`config.mk`:
```
export PLATFORM = sky130hd
export DESIGN_NAME = pool2d_engine
export DESIGN_NICKNAME = d
export VERILOG_FILES = /design/src/rtl/pool2d_engine.sv
export SDC_FILE = /design/constraint.sdc
export NUM_CORES = 1
export LEC_CHECK = 0
export CAP_MARGIN = 0
export CORE_MARGIN = 2
export CORE_UTILIZATION = 40
export DETAILED_ROUTE_END_ITERATION = 8
export GPL_ROUTABILITY_DRIVEN = 0
export SLEW_MARGIN = 15
export SYNTH_ARGS = -nofsm -noshare
export SYNTH_HDL_FRONTEND = slang
export SYNTH_SLANG_ARGS = --single-unit
export TNS_END_PERCENT = 1
```
`constraint.sdc`:
```
create_clock -name clk -period 5.7 [get_ports clk]
set_input_delay 1.14 -clock clk [delete_from_list [all_inputs] [get_ports clk]]
set_output_delay 1.14 -clock clk [all_outputs]
set_load 0.005 [all_outputs]
```
`src/rtl/pool2d_engine.sv`:
```
// rtl/pool2d_engine.sv - 2x2 stride-2 avg/max pooling engine; optional POOL_RELU_EN clamps results to >= 0
module pool2d_engine #(
  parameter int CHANNELS = 16,
  parameter int IN_H     = 10,
  parameter int IN_W     = 10,
  parameter int DATA_W   = 8,
  localparam int OH      = IN_H / 2,
  localparam int OW      = IN_W / 2,
  localparam int IN_AW   = $clog2(CHANNELS * IN_H * IN_W),
  localparam int OUT_AW  = $clog2(CHANNELS * OH * OW)
) (
  input  logic                     clk,
  input  logic                     rst_n,
  input  logic                     start,
  input  logic                     mode,
  output logic                     busy,
  output logic                     done,
  output logic                     in_rd_en,
  output logic [IN_AW-1:0]         in_rd_addr,
  input  logic signed [DATA_W-1:0] in_rd_data,
  output logic                     out_wr_en,
  output logic [OUT_AW-1:0]        out_wr_addr,
  output logic signed [DATA_W-1:0] out_wr_data
);

  localparam int CH_W = $clog2(CHANNELS + 1);
  localparam int R_W  = $clog2(OH + 1);
  localparam int C_W  = $clog2(OW + 1);
  localparam logic [CH_W-1:0] CH_LAST = CH_W'(CHANNELS - 1);
  localparam logic [R_W-1:0]  R_LAST  = R_W'(OH - 1);
  localparam logic [C_W-1:0]  C_LAST  = C_W'(OW - 1);

  typedef enum logic [2:0] {S_IDLE, S_READ, S_FINAL, S_WRITE, S_DONE} state_t;

  state_t                     state;
  logic [1:0]                 k;
  logic [CH_W-1:0]            ch, nch;
  logic [R_W-1:0]             r, nr;
  logic [C_W-1:0]             c, nc;
  logic                       last;
  logic                       mode_q;
  logic signed [DATA_W+1:0]   acc, d_ext, sum;
  logic signed [DATA_W-1:0]   mx, mx_new, result;

  // Tap k of window (ch,r,c): k[1] selects the lower row, k[0] the right column.
  function automatic logic [IN_AW-1:0] rd_addr(input logic [CH_W-1:0] fch, input logic [R_W-1:0] fr,
                                               input logic [C_W-1:0] fc, input logic [1:0] fk);
    int a;
    a = int'(fch) * IN_H * IN_W + (2 * int'(fr) + int'(fk[1])) * IN_W + 2 * int'(fc) + int'(fk[0]);
    return IN_AW'(a);
  endfunction

  function automatic logic [OUT_AW-1:0] wr_addr(input logic [CH_W-1:0] fch, input logic [R_W-1:0] fr,
                                                input logic [C_W-1:0] fc);
    int a;
    a = int'(fch) * OH * OW + int'(fr) * OW + int'(fc);
    return OUT_AW'(a);
  endfunction

  // Next window position: column fastest, then row, then channel.
  always_comb begin
    nch  = ch;
    nr   = r;
    nc   = c;
    last = (ch == CH_LAST) && (r == R_LAST) && (c == C_LAST);
    if (c != C_LAST) begin
      nc = c + 1'b1;
    end else begin
      nc = '0;
      if (r != R_LAST) begin
        nr = r + 1'b1;
      end else begin
        nr  = '0;
        nch = ch + 1'b1;
      end
    end
  end

  // Combine the returning datum with the running sum/max and form the pooled value.
  always_comb begin
    d_ext  = {{2{in_rd_data[DATA_W-1]}}, in_rd_data};
    sum    = acc + d_ext;
    mx_new = (in_rd_data > mx) ? in_rd_data : mx;
    result = mode_q ? mx_new : DATA_W'(sum >>> 2);
`ifdef POOL_RELU_EN
    if (result[DATA_W-1]) result = '0;
`endif
  end

  // Window sequencer: 4 reads, one absorb/compute cycle, one write per window.
  always_ff @(posedge clk or negedge rst_n) begin
    if (!rst_n) begin
      state       <= S_IDLE;
      busy        <= 1'b0;
      done        <= 1'b0;
      in_rd_en    <= 1'b0;
      in_rd_addr  <= '0;
      out_wr_en   <= 1'b0;
      out_wr_addr <= '0;
      out_wr_data <= '0;
      k           <= '0;
      ch          <= '0;
      r           <= '0;
      c           <= '0;
      mode_q      <= 1'b0;
      acc         <= '0;
      mx          <= '0;
    end else begin
      case (state)
        S_IDLE: begin
          if (start) begin
            mode_q     <= mode;
            ch         <= '0;
            r          <= '0;
            c          <= '0;
            k          <= '0;
            busy       <= 1'b1;
            in_rd_en   <= 1'b1;
            in_rd_addr <= '0;
            state      <= S_READ;
          end
        end
        S_READ: begin
          // Data for tap k-1 arrives while tap k is being requested.
          if (k == 2'd1) begin
            acc <= d_ext;
            mx  <= in_rd_data;
          end else if (k != 2'd0) begin
            acc <= sum;
            mx  <= mx_new;
          end
          if (k == 2'd3) begin
            in_rd_en <= 1'b0;
            state    <= S_FINAL;
          end else begin
            k          <= k + 2'd1;
            in_rd_addr <= rd_addr(ch, r, c, k + 2'd1);
          end
        end
        S_FINAL: begin
          out_wr_en   <= 1'b1;
          out_wr_addr <= wr_addr(ch, r, c);
          out_wr_data <= result;
          state       <= S_WRITE;
        end
        S_WRITE: begin
          out_wr_en <= 1'b0;
          if (last) begin
            busy  <= 1'b0;
            done  <= 1'b1;
            state <= S_DONE;
          end else begin
            ch         <= nch;
            r          <= nr;
            c          <= nc;
            k          <= '0;
            in_rd_en   <= 1'b1;
            in_rd_addr <= rd_addr(nch, nr, nc, 2'd0);
            state      <= S_READ;
          end
        end
        S_DONE: begin
          done  <= 1'b0;
          state <= S_IDLE;
        end
        default: state <= S_IDLE;
      endcase
    end
  end

endmodule

```
==> reports/results.ini, run 1 <==
[power_and_ir_drop]
seq_power_share_pct = 20.7
p_sw_w = 0.00203
power.internal_w = 0.00235
p_per_area_mw_per_mm2 = 623
pwr-share-comb_pct = 66.5
worst_ir_drop_vdd_mv = 0.400
power.leakage_nw = 3.69
p_clk_share_pct = 12.9
swShare_pct = 46.3

[yosys]
synth_area_per_cell_um2 = 9.26
synth_edf_count = 0
yosysWarnings = 0
synthCells = 660
async_reset_ff_share_pct = 100
netlist_area_mm2 = 0.00611
yosysSeqAreaShare_pct = 27.4
synth_top_area_share_pct = 27.4
synth_cell_type_count = 52
ys_top_cells_by_area = dfrtp_1 27%, ha_1 22%, fa_1 6.2%, inv_1 4.9%, xnor2_1 4.0%
synth_nets = 800
synth_seq_cells = 67
yosysTopAreaCell = dfrtp_1
synth_top_flop_cell = dfrtp_1

[timing]
finalHoldViolCount = 0
drv_slew = 0
min_period_over_period_pct = 93.0
slew-limit-headroom_pct = 51.0
finalSetupViolations = 0
fin_skew_ps = 8.19
fin_tns_setup_ps = 0
worst_pin_slew_ps = 732
min_period_ps = 5300
max_freq_mhz = 189
rsz0062_at_grt = no

[route]
drt_pass1_iterations = 6
via_count = 4743
wire_per_inst_um = 15.7
drtIter0Drc = 199
viasPerCell = 5.30
drc = 0
antenna_left = 0
wl_mm = 14.0

[place]
portBuffers = 43
hpwlAfterDp_mm = 11.3
dpl.cell_count = 879

[clock_network]
cts.path.max_buffers = 2
clkTransAtPathRegs_ps = 60
insertion_delay_ps = 350
cts_setup_buffers = 0
cts_hold_buf = 0
clock_sinks = 67
cts_tree = built
root_buffer = clkbuf_16
cts_buffers = 9
htree_levels = 3
cts_resized = 0

[critical_path]
critPathMaxFanout = 8
critPathCaptureType = flop
cp.required_ps = 5930
critPathMaxStageDelay_ps = 520
path_cells = inv_1 > ha_1 > and4_2 > xnor2_1 > inv_1 > ha_1 > ha_1 > fa_1 > ha_1 > inv_1 > fa_1 > xnor2_1 > ha_1 > ha_1 > o21a_1 > nor2_1 > a211oi_1 > xnor2_1 > a221oi_1 > nor2_1
worst_ep_arrival_time_ps = 5530
critPathSlowestCell = dfrtp_1
critPathMostFrequentCell = ha_1
cp-start-kind = flop
path_class = reg2reg

[layout]
instances_no_fill = 895
multi_input_area_mm2 = 0.00406
seq_area_mm2 = 0.00168
drive_gt1_share_pct = 5.52
fin_util_pct = 46.6
n_antenna_cell = 0
area_delta_synth_final_pct = 15.0
fillers = 1440
nets = 842

[floorplanning]
start_util_pct = 40.5
ios = 44
die_w_um = 128
dieArea_mm2 = 0.0163
rows = 45
core_area_mm2 = 0.0151
die_h_um = 128

[global_route]
grt_first_pass_wirelength_mm = 24.3
antenna_found_initial = 0
grtUsageTotal_pct = 18.6
grt_max_degree = 45
grt_overflow = 0
first_global_vias = 4920

[flow_run]
cap_viol_max_count = 0

[min_path]
holdCritPathClass = reg2reg

[outcome]
status = finished, final reports clean

-- cell usage in the layout, fill, tap and decap left out, types with 16 or more instances in the layout --
| cell | n |
|---|---|
| clkdlybuf4s50_1 | 42 |
| ha_1 | 109 |
| o21ai_0 | 46 |
| nor2_1 | 41 |
| xor2_1 | 16 |
| inv_1 | 80 |
| fa_1 | 19 |
| dfrtp_1 | 67 |
| nand3_1 | 19 |
| a21oi_1 | 45 |
| nand2_1 | 45 |
| xnor2_1 | 28 |
-- power groups by stage --
stage | clock, W | sequential, W | combinational [W]
6_report | 0.000564 | 0.000905 | 0.00291
5_1_grt | 0.000596 | 0.000943 | 0.00334
4_1_cts | 0.000574 | 0.000907 | 0.00295
3_5_place_dp | 0 | 0.000913 | 0.00291
3_3_place_gp | 0 | 0.000904 | 0.00288
2_1_floorplan | 0 | 0.000849 | 0.00212
-- cells by family (layout without fill, tap and decap cells) --
group           Yosys count  in the layout  share of synthesized area, %
mux                      23             23                          4.09
buf+inv                  98            145                          6.20
fa+ha+maj               128            128                          28.5
compound gates          159            159                          16.2
simple gates            139            139                          10.5
xor+xnor                 46             46                          7.04
flops                    67             67                          27.4
-- Yosys cell counts (10+ instances only) --
cell type / count
o21ai_0: 46
a21oi_1: 45
inv_1: 80
nand2_1: 45
dfrtp_1: 67
mux2i_1: 10
a21o_1: 13
clkbuf_1: 14
fa_1: 19
xor2_1: 16
nand3_1: 19
xnor2_1: 28
ha_1: 109
nor2_1: 41
mux2_2: 12
-- registers in the layout (all words and copies together) (netlist names) --
register / cells
ch: 5
c: 3
mode_q: 1
done: 1
k: 2
mx: 8
acc: 10
in_rd_en: 1
state: 3
out_wr_data: 8
busy: 1
in_rd_addr: 11
out_wr_addr: 9
out_wr_en: 1
r: 3
-- worst paths after layout --
kind                       slack (ps)  depth (start not counted)      from        endpoint
setup / recovery                  400                         20      r[1]  in_rd_addr[10]
hold / removal                    470                          1  state[2]        state[0]
setup reg to reg                  400                         20      r[1]  in_rd_addr[10]
hold reg to reg                   470                          1  state[2]        state[0]
max in group asynchronous        3920                          2     rst_n            r[1]
min in group asynchronous         770                          1     rst_n          acc[0]
-- critical path: cells and delay by family (launching register included) --
| kind | cells | cell delay (ps) |
|---|---|---|
| flip-flops | 1 | 520 |
| XOR/XNOR | 3 | 670 |
| buffers and inverters | 3 | 330 |
| adder cells (fa/ha/maj) | 8 | 2570 |
| AO/OA/AOI/OAI | 3 | 710 |
| AND/OR/NAND/NOR | 3 | 400 |
-- per-stage QoR --
| step | setup slack [ps] | total power, W | cell area, um2 | hold WS (ps) |
|---|---|---|---|---|
| 2_1_floorplan | 878 | 0.00297 | 6110 | 427 |
| 5_1_grt | 25.9 | 0.00488 | 7030 | 498 |
| 3_5_place_dp | 407 | 0.00383 | 6740 | 459 |
| 6_report | 401 | 0.00438 | 7030 | 469 |
| 3_3_place_gp | 599 | 0.00378 | 6740 | 468 |
| 4_1_cts | 391 | 0.00443 | 7030 | 478 |
-- layer usage --
metal  GRT usage [%]  vias up  wire length (um)
met5               0        -                 0
met4            5.82        0               245
met3            3.48       19               721
met2            30.0      101              6250
met1            25.5     2228              6800
li1                -     2395                 -
-- cell type report --
| type | instances | area share [%] |
|---|---|---|
| Clock inverter | 5 | 0.747 |
| Timing Repair Buffer | 48 | 6.58 |
| Tap cell | 188 | 3.35 |
| Clock buffer | 11 | 3.45 |
| Multi-Input combinational cell | 495 | 57.7 |
| Sequential cell | 67 | 23.8 |
| Inverter | 81 | 4.34 |
Power figures use the tool's default switching activity.
==> inputs of run 2 (changes only) <==
--- a/config.mk
+++ b/config.mk
@@ -10,6 +10,7 @@
 export CORE_UTILIZATION = 40
 export DETAILED_ROUTE_END_ITERATION = 8
 export GPL_ROUTABILITY_DRIVEN = 0
+export SKIP_LAST_GASP = 1
 export SLEW_MARGIN = 15
 export SYNTH_ARGS = -nofsm -noshare
 export SYNTH_HDL_FRONTEND = slang
==> results of run 2 <==
No change in the layout: final DEF, timing and power equal those of run 1.
